## src/rtl/match_sweep_ctrl_pkg.sv

```systemverilog
// Shared types and constants for the board match sweeper: colour width, state encoding, cell indexing.
// Latency: none. Backpressure: none.
package match_pkg;

  localparam int ROWS_DEF = 8;
  localparam int COLS_DEF = 8;
  localparam int CW       = 3;

  localparam logic [CW-1:0] EMPTY = '0;

`ifdef MATCH_SWEEP_GRAVITY_EN
  typedef enum logic [2:0] {
    ST_IDLE,
    ST_SCAN,
    ST_CLEAR,
    ST_FALL,
    ST_DONE
  } sweep_state_t;
`else
  typedef enum logic [2:0] {
    ST_IDLE,
    ST_SCAN,
    ST_CLEAR,
    ST_DONE
  } sweep_state_t;
`endif

  // Row-major flat position of cell (r,c); row 0 is the top of the board.
  function automatic int cell_idx(input int r, input int c, input int cols = COLS_DEF);
    return r * cols + c;
  endfunction

endpackage

```

## src/rtl/match_sweep_ctrl_if.sv

```systemverilog
// Request/result bundle between the board owner (master) and the sweeper (slave).
// Latency: none. Backpressure: start is ignored by the slave while busy.
interface match_sweep_ctrl_if
  import match_pkg::*;
#(
  parameter int ROWS = ROWS_DEF,
  parameter int COLS = COLS_DEF
) ();

  logic                      start;
  logic [ROWS*COLS*CW-1:0]   board_in;
  logic                      busy;
  logic                      done;
  logic [ROWS*COLS*CW-1:0]   board_out;
  logic [ROWS*COLS-1:0]      clear_mask;
  logic [7:0]                clear_count;
  logic                      any_match;

  modport master (
    output start, board_in,
    input  busy, done, board_out, clear_mask, clear_count, any_match
  );

  modport slave (
    input  start, board_in,
    output busy, done, board_out, clear_mask, clear_count, any_match
  );

endinterface

```

## src/rtl/match_sweep_ctrl_run_detect.sv

```systemverilog
// Three-cell run detector: hit when all three colours are equal and non-empty.
// Latency: combinational. Backpressure: none.
module match_run_detect
  import match_pkg::*;
(
  input  logic [CW-1:0] a,
  input  logic [CW-1:0] b,
  input  logic [CW-1:0] c,
  output logic          hit
);

  assign hit = (a != EMPTY) && (a == b) && (a == c);

endmodule

```

## src/rtl/match_sweep_ctrl.sv

```systemverilog
// Full-board run-of-3 sweep and clear; optional column gravity with cascade via MATCH_SWEEP_GRAVITY_EN.
// Latency: ROWS*COLS+2 cycles start->done per pass; start is ignored (not queued) while busy.
module match_sweep_ctrl
  import match_pkg::*;
#(
  parameter int ROWS = ROWS_DEF,
  parameter int COLS = COLS_DEF
) (
  input  logic               clk,
  input  logic               rst_n,
  match_sweep_ctrl_if.slave  sw
);

  localparam int N  = ROWS * COLS;
  localparam int IW = (N > 1) ? $clog2(N) : 1;

  typedef logic [IW-1:0] idx_t;

  sweep_state_t  state;
  logic [CW-1:0] cells [N];
  logic [N-1:0]  mask;
  idx_t          idx;
  logic          busy_q;
  logic          done_q;
  logic [7:0]    count_q;
  logic          any_q;
  logic [N-1:0]  mask_out_q;

  // Neighbour addresses fold back onto the current cell when out of range;
  // the h_ok/v_ok qualifiers discard those hits.
  int            row;
  int            col;
  logic          h_ok;
  logic          v_ok;
  idx_t          ph1, ph2, pv1, pv2;
  logic          hit_h;
  logic          hit_v;
  logic [N-1:0]  scan_bits;

  match_run_detect u_hdet (
    .a   (cells[idx]),
    .b   (cells[ph1]),
    .c   (cells[ph2]),
    .hit (hit_h)
  );

  match_run_detect u_vdet (
    .a   (cells[idx]),
    .b   (cells[pv1]),
    .c   (cells[pv2]),
    .hit (hit_v)
  );

  always_comb begin
    row  = int'(idx) / COLS;
    col  = int'(idx) % COLS;
    h_ok = (col + 2 < COLS);
    v_ok = (row + 2 < ROWS);
    ph1  = h_ok ? idx_t'(cell_idx(row, col + 1, COLS)) : idx;
    ph2  = h_ok ? idx_t'(cell_idx(row, col + 2, COLS)) : idx;
    pv1  = v_ok ? idx_t'(cell_idx(row + 1, col, COLS)) : idx;
    pv2  = v_ok ? idx_t'(cell_idx(row + 2, col, COLS)) : idx;
    scan_bits = '0;
    if (hit_h && h_ok) begin
      scan_bits[idx] = 1'b1;
      scan_bits[ph1] = 1'b1;
      scan_bits[ph2] = 1'b1;
    end
    if (hit_v && v_ok) begin
      scan_bits[idx] = 1'b1;
      scan_bits[pv1] = 1'b1;
      scan_bits[pv2] = 1'b1;
    end
  end

  logic [15:0] pop;
  logic [15:0] sum;
  logic [7:0]  count_nxt;

  always_comb begin
    pop = '0;
    for (int i = 0; i < N; i++) begin
      pop = pop + 16'(mask[i]);
    end
    sum       = 16'(count_q) + pop;
    count_nxt = (sum > 16'd255) ? 8'hFF : sum[7:0];
  end

`ifdef MATCH_SWEEP_GRAVITY_EN
  logic [CW-1:0] fall_cells [N];
  logic [N-1:0]  moved;
  logic          fall_any;

  // One-row drop per cycle: a tile leaves its cell when the cell below is empty.
  always_comb begin
    moved = '0;
    for (int i = 0; i < N - COLS; i++) begin
      moved[i] = (cells[i] != EMPTY) && (cells[i + COLS] == EMPTY);
    end
    for (int i = 0; i < N; i++) begin
      fall_cells[i] = moved[i] ? EMPTY : cells[i];
      if (i >= COLS) begin
        if (moved[i - COLS]) begin
          fall_cells[i] = cells[i - COLS];
        end
      end
    end
    fall_any = |moved;
  end
`endif

  always_ff @(posedge clk or negedge rst_n) begin
    if (!rst_n) begin
      state      <= ST_IDLE;
      mask       <= '0;
      idx        <= '0;
      busy_q     <= 1'b0;
      done_q     <= 1'b0;
      count_q    <= '0;
      any_q      <= 1'b0;
      mask_out_q <= '0;
      for (int i = 0; i < N; i++) begin
        cells[i] <= EMPTY;
      end
    end else begin
      case (state)
        ST_IDLE: begin
          if (sw.start) begin
            for (int i = 0; i < N; i++) begin
              cells[i] <= sw.board_in[i*CW +: CW];
            end
            mask       <= '0;
            count_q    <= '0;
            any_q      <= 1'b0;
            mask_out_q <= '0;
            idx        <= '0;
            busy_q     <= 1'b1;
            state      <= ST_SCAN;
          end
        end
        ST_SCAN: begin
          mask <= mask | scan_bits;
          if (idx == idx_t'(N - 1)) begin
            state <= ST_CLEAR;
          end else begin
            idx <= idx + 1'b1;
          end
        end
        ST_CLEAR: begin
          for (int i = 0; i < N; i++) begin
            if (mask[i]) begin
              cells[i] <= EMPTY;
            end
          end
          count_q <= count_nxt;
          any_q   <= any_q | (|mask);
          // An empty cascade pass leaves the last useful mask visible.
          if (|mask) begin
            mask_out_q <= mask;
          end
`ifdef MATCH_SWEEP_GRAVITY_EN
          if (|mask) begin
            state <= ST_FALL;
          end else begin
            state  <= ST_DONE;
            done_q <= 1'b1;
          end
`else
          state  <= ST_DONE;
          done_q <= 1'b1;
`endif
        end
`ifdef MATCH_SWEEP_GRAVITY_EN
        ST_FALL: begin
          if (fall_any) begin
            for (int i = 0; i < N; i++) begin
              cells[i] <= fall_cells[i];
            end
          end else begin
            mask  <= '0;
            idx   <= '0;
            state <= ST_SCAN;
          end
        end
`endif
        ST_DONE: begin
          done_q <= 1'b0;
          busy_q <= 1'b0;
          state  <= ST_IDLE;
        end
        default: begin
          state <= ST_IDLE;
        end
      endcase
    end
  end

  always_comb begin
    for (int i = 0; i < N; i++) begin
      sw.board_out[i*CW +: CW] = cells[i];
    end
  end

  assign sw.busy        = busy_q;
  assign sw.done        = done_q;
  assign sw.clear_mask  = mask_out_q;
  assign sw.clear_count = count_q;
  assign sw.any_match   = any_q;

endmodule

```

## src/flat_wrapper.sv

```systemverilog
// flat-port wrapper written by rule: the top's interface ports become plain ports
module match_sweep_ctrl_flat import match_pkg::*;
#(
  parameter int ROWS = ROWS_DEF,
  parameter int COLS = COLS_DEF
)
  (clk, rst_n, sw_start, sw_board_in, sw_busy, sw_done, sw_board_out, sw_clear_mask, sw_clear_count, sw_any_match);
  match_sweep_ctrl_if #(.ROWS(ROWS), .COLS(COLS)) sw_i ();
  input  logic clk;
  input  logic rst_n;
  input wire logic [$bits(sw_i.start)-1:0] sw_start;
  input wire logic [$bits(sw_i.board_in)-1:0] sw_board_in;
  output wire logic [$bits(sw_i.busy)-1:0] sw_busy;
  output wire logic [$bits(sw_i.done)-1:0] sw_done;
  output wire logic [$bits(sw_i.board_out)-1:0] sw_board_out;
  output wire logic [$bits(sw_i.clear_mask)-1:0] sw_clear_mask;
  output wire logic [$bits(sw_i.clear_count)-1:0] sw_clear_count;
  output wire logic [$bits(sw_i.any_match)-1:0] sw_any_match;
  assign sw_i.start = sw_start;
  assign sw_i.board_in = sw_board_in;
  assign sw_busy = sw_i.busy;
  assign sw_done = sw_i.done;
  assign sw_board_out = sw_i.board_out;
  assign sw_clear_mask = sw_i.clear_mask;
  assign sw_clear_count = sw_i.clear_count;
  assign sw_any_match = sw_i.any_match;
  match_sweep_ctrl #(.ROWS(ROWS), .COLS(COLS)) u_core (.clk(clk), .rst_n(rst_n), .sw(sw_i));
endmodule
```

## config.mk

```make
export PLATFORM = sky130hd
export DESIGN_NAME = match_sweep_ctrl_flat
export DESIGN_NICKNAME = d
export VERILOG_FILES = /design/src/rtl/match_sweep_ctrl_pkg.sv /design/src/rtl/match_sweep_ctrl_if.sv /design/src/rtl/match_sweep_ctrl_run_detect.sv /design/src/rtl/match_sweep_ctrl.sv /design/src/flat_wrapper.sv
export SDC_FILE = /design/constraint.sdc
export NUM_CORES = 1
export LEC_CHECK = 0
export ABC_AREA = 1
export BUFFER_PORTS_ARGS = -buffer_cell sky130_fd_sc_hd__clkbuf_2
export CAP_MARGIN = 20
export CORE_UTILIZATION = 45
export DETAILED_ROUTE_END_ITERATION = 6
export HOLD_SLACK_MARGIN = 0.02
export MAX_ROUTING_LAYER = met4
export PLACE_DENSITY = 0.71
export SKIP_LAST_GASP = 1
export SLEW_MARGIN = 30
export SYNTH_ARGS = -nofsm -noshare
export SYNTH_HDL_FRONTEND = slang
export SYNTH_SLANG_ARGS = --single-unit
```

## constraint.sdc

```tcl
create_clock -name clk -period 9.3 [get_ports clk]
set_input_delay 0.93 -clock clk [delete_from_list [all_inputs] [get_ports clk]]
set_output_delay 0.93 -clock clk [all_outputs]
set_load 0.02 [all_outputs]
```

==> results.md <==
* Leakage Power at 14.3 nW
* Tcrit/Tclk final at 77.1%
* Reg area at 8490 sq um
* Place WS at 2.18 ns
* Footprint of the multi-input gates at 12400 sq um
* Port Buffers at 461
* Setup TNS at 0 ns
* Distinct cells, synth at 47
* Final nets at 4049
* Critical Path Most Common Cell: fa_1
* Worst setup margin at 2.13 ns
* I/O pins at 462
* 1st-pass router iterations at 6
* Critical path data arrival time at 7.62 ns
* CTS tree: done
* Post-synth top cells: nand2_1 (1106), inv_1 (406), o21ai_0 (385)
* Die Ht at 229 um
* RSZ-0062 raised after global routing: false
* Vias per inst at 5.78
* Worst setup SP type: register
* Worst vdd ir at 0.325 mV
* Starting Density at 46.0%
* Max-cap violations at 0
* Worst path required time at 9.75 ns
* Period minus WS final at 7.17 ns
* Remaining DRCs at 0
* Post-CTS setup buffers at 0
* Most numerous cell in the Yosys netlist: nand2_1
* CTS Buf Count at 39
* Synth top area share at 36.4%
* Pins over their slew limit at 0
* Seq/Total Area, Yosys at 36.4%
* H-tree depth at 2
* Final Hold Fails at 0
* Synth Instances at 3391
* Fraction of layout cells with a size suffix above 1 at 16.1%
* CP endpoint kind: register
* Final setup fails at 0
* Synth warn at 0
* Hold buffers post-CTS at 0
* Clock root buffer: clkbuf_16
* Fillers at 4974
* Vias in the first global route at 24300
* Mapped cell area at 23300 sq um
* Clock Sinks at 339
* Mean post-synth cell area at 6.87 sq um
* Dpl hpwl at 79800 um
* Initial DRC Count at 3452
* Core footprint at 50600 sq um
* Slew margin rel. at 29.6%
* Worst Path Max Fanout at 5
* Avg WL per Cell at 23.6 um
* Worst-Margin Slew at 1.06 ns
* Total global routing overflow at 0
* Post-synth net total at 3692
* Clock transition at path regs at 0.06 ns
* Routability congestion estimate at 1.01
* Clk_skew at 0.0241 ns
* Total die area at 52700 sq um
* Gr usage total at 41.0%
* Crit path largest cell delay at 0.59 ns
* Antenna violations before repair at 0
* Max Buffers Root-to-Sink at 3
* Detail Route Antenna Nets at 0
* Row count at 82
* FMAX at 139 MHz
* Hold Path Class: primary input to async pin
* Diode count at 0
* Ys async rst share at 100%
* Cell taking the most area after synthesis: dfrtp_1
* Status: complete, no violations
* Post-Route WL at 105000 um
* Number of synthesized flops with an enable pin at 0
* Die width at 229 um
* Worst path slowest cell: fa_1
* Largest net degree at the start of global routing at 176
* Most common flop cell mapped by yosys: dfrtp_1
* Area Growth Syn to Fin at 17.7%
* Flops & latches, synth at 339
* First-pass GRT wire length at 157000 um
* Area contributors post-synth: dfrtp_1 (36%), nand2_1 (18%), o21ai_0 (8.3%), inv_1 (6.5%), nand3_1 (6.1%)
* Worst skew pair latency at 0.57 ns
* Pwr Density at 352 nW/um^2
* Post-CTS Resized at 0
* Via count at 25700
* Setup CP Type: register to register
[critical path: cells and delay by family (launching register included)]
| family | cells | cell delay (ns) |
|---|---|---|
| fa+ha+maj | 11 | 4.69 |
| simple gates | 5 | 0.36 |
| flops | 1 | 0.38 |
| buf+inv | 5 | 0.52 |
| compound gates | 6 | 1.12 |
[cell type report]
class / instances / area share (%)
Clock inverter: 19 / 1.11
Timing Repair Buffer: 502 / 9.75
Multi-Input combinational cell: 2446 / 45.3
Tap cell: 672 / 3.07
Sequential cell: 339 / 31.0
Inverter: 420 / 5.75
Clock buffer: 50 / 4.05
[power by group]
part	total (mW)	switching [mW]	leakage [nW]	internal, mW
Combinational	5.61	4.21	9.08	1.40
Sequential	2.30	0.454	4.53	1.85
Clock	1.74	0.672	0.699	1.07
Total	9.65	5.34	14.3	4.31
[cell usage in the layout (no fill, tap or decap), types with 48 or more instances in the layout]
cell / count
nand2_1: 1105
clkbuf_2: 460
inv_1: 406
o21ai_0: 384
dfrtp_1: 338
nand3_1: 282
a21oi_1: 186
nor2_1: 157
nand4_1: 78
fa_1: 56
ha_1: 48
[stage by stage]
| step | utilization (%) | cells | cell area, sq um | total power [mW] | hold WS, ns |
|---|---|---|---|---|---|
| 2_1_floorplan | - | 3391 | 23300 | 5.72 | 0.541 |
| 3_3_place_gp | 51.3 | 4379 | 26000 | 7.73 | 0.484 |
| 3_5_place_dp | 51.4 | 4379 | 26000 | 7.76 | 0.486 |
| 4_1_cts | 54.2 | 4448 | 27400 | 9.50 | 0.371 |
| 5_1_grt | 54.2 | 4448 | 27400 | 10.2 | 0.395 |
| 6_report | 54.2 | 4448 | 27400 | 9.65 | 0.329 |
[per-layer routing]
metal  vias up  global-route usage [%]  share of wire [%]
met5         -                       -                  0
met4         0                    21.4                6.3
met3       243                    6.47                9.6
met2      1514                    59.7                 43
met1     12200                    54.8                 41
li1      11700                       -                  -
[logic make-up (layout without fill, tap and decap cells)]
group           count (synthesis)  after routing  share of synthesized area [%]
compound gates                667            667                           15.5
xor+xnor                        5              5                          0.269
fa+ha+maj                     106            106                           7.50
buf+inv                       606            991                           10.6
flops                         339            339                           36.4
simple gates                 1668           1668                           29.7
[worst paths after layout]
path,from,to,slack (ns),depth (start not counted)
max,u_core.mask[0],u_core.sw.clear_count[5],2.13,27
min,rst_n,u_core.sw.board_out[146],0.33,1
max reg2reg,u_core.mask[0],u_core.sw.clear_count[5],2.13,27
min reg2reg,u_core.sw.clear_mask[21],u_core.sw.clear_mask[21],0.51,2
max in group asynchronous,rst_n,u_core.sw.clear_mask[12],6.94,3
min in group clk,u_core.sw.clear_mask[21],u_core.sw.clear_mask[21],0.51,2
[sequential cells by signal (all words and copies together) (netlist names)]
name / count
u_core.sw.board_out: 192
u_core.state: 2
u_core.sw.clear_count: 8
u_core.idx: 6
u_core.sw.done: 1
u_core.sw.any_match: 1
u_core.sw.clear_mask: 64
u_core.sw.busy: 1
u_core.mask: 64
Power figures use the tool's default switching activity.
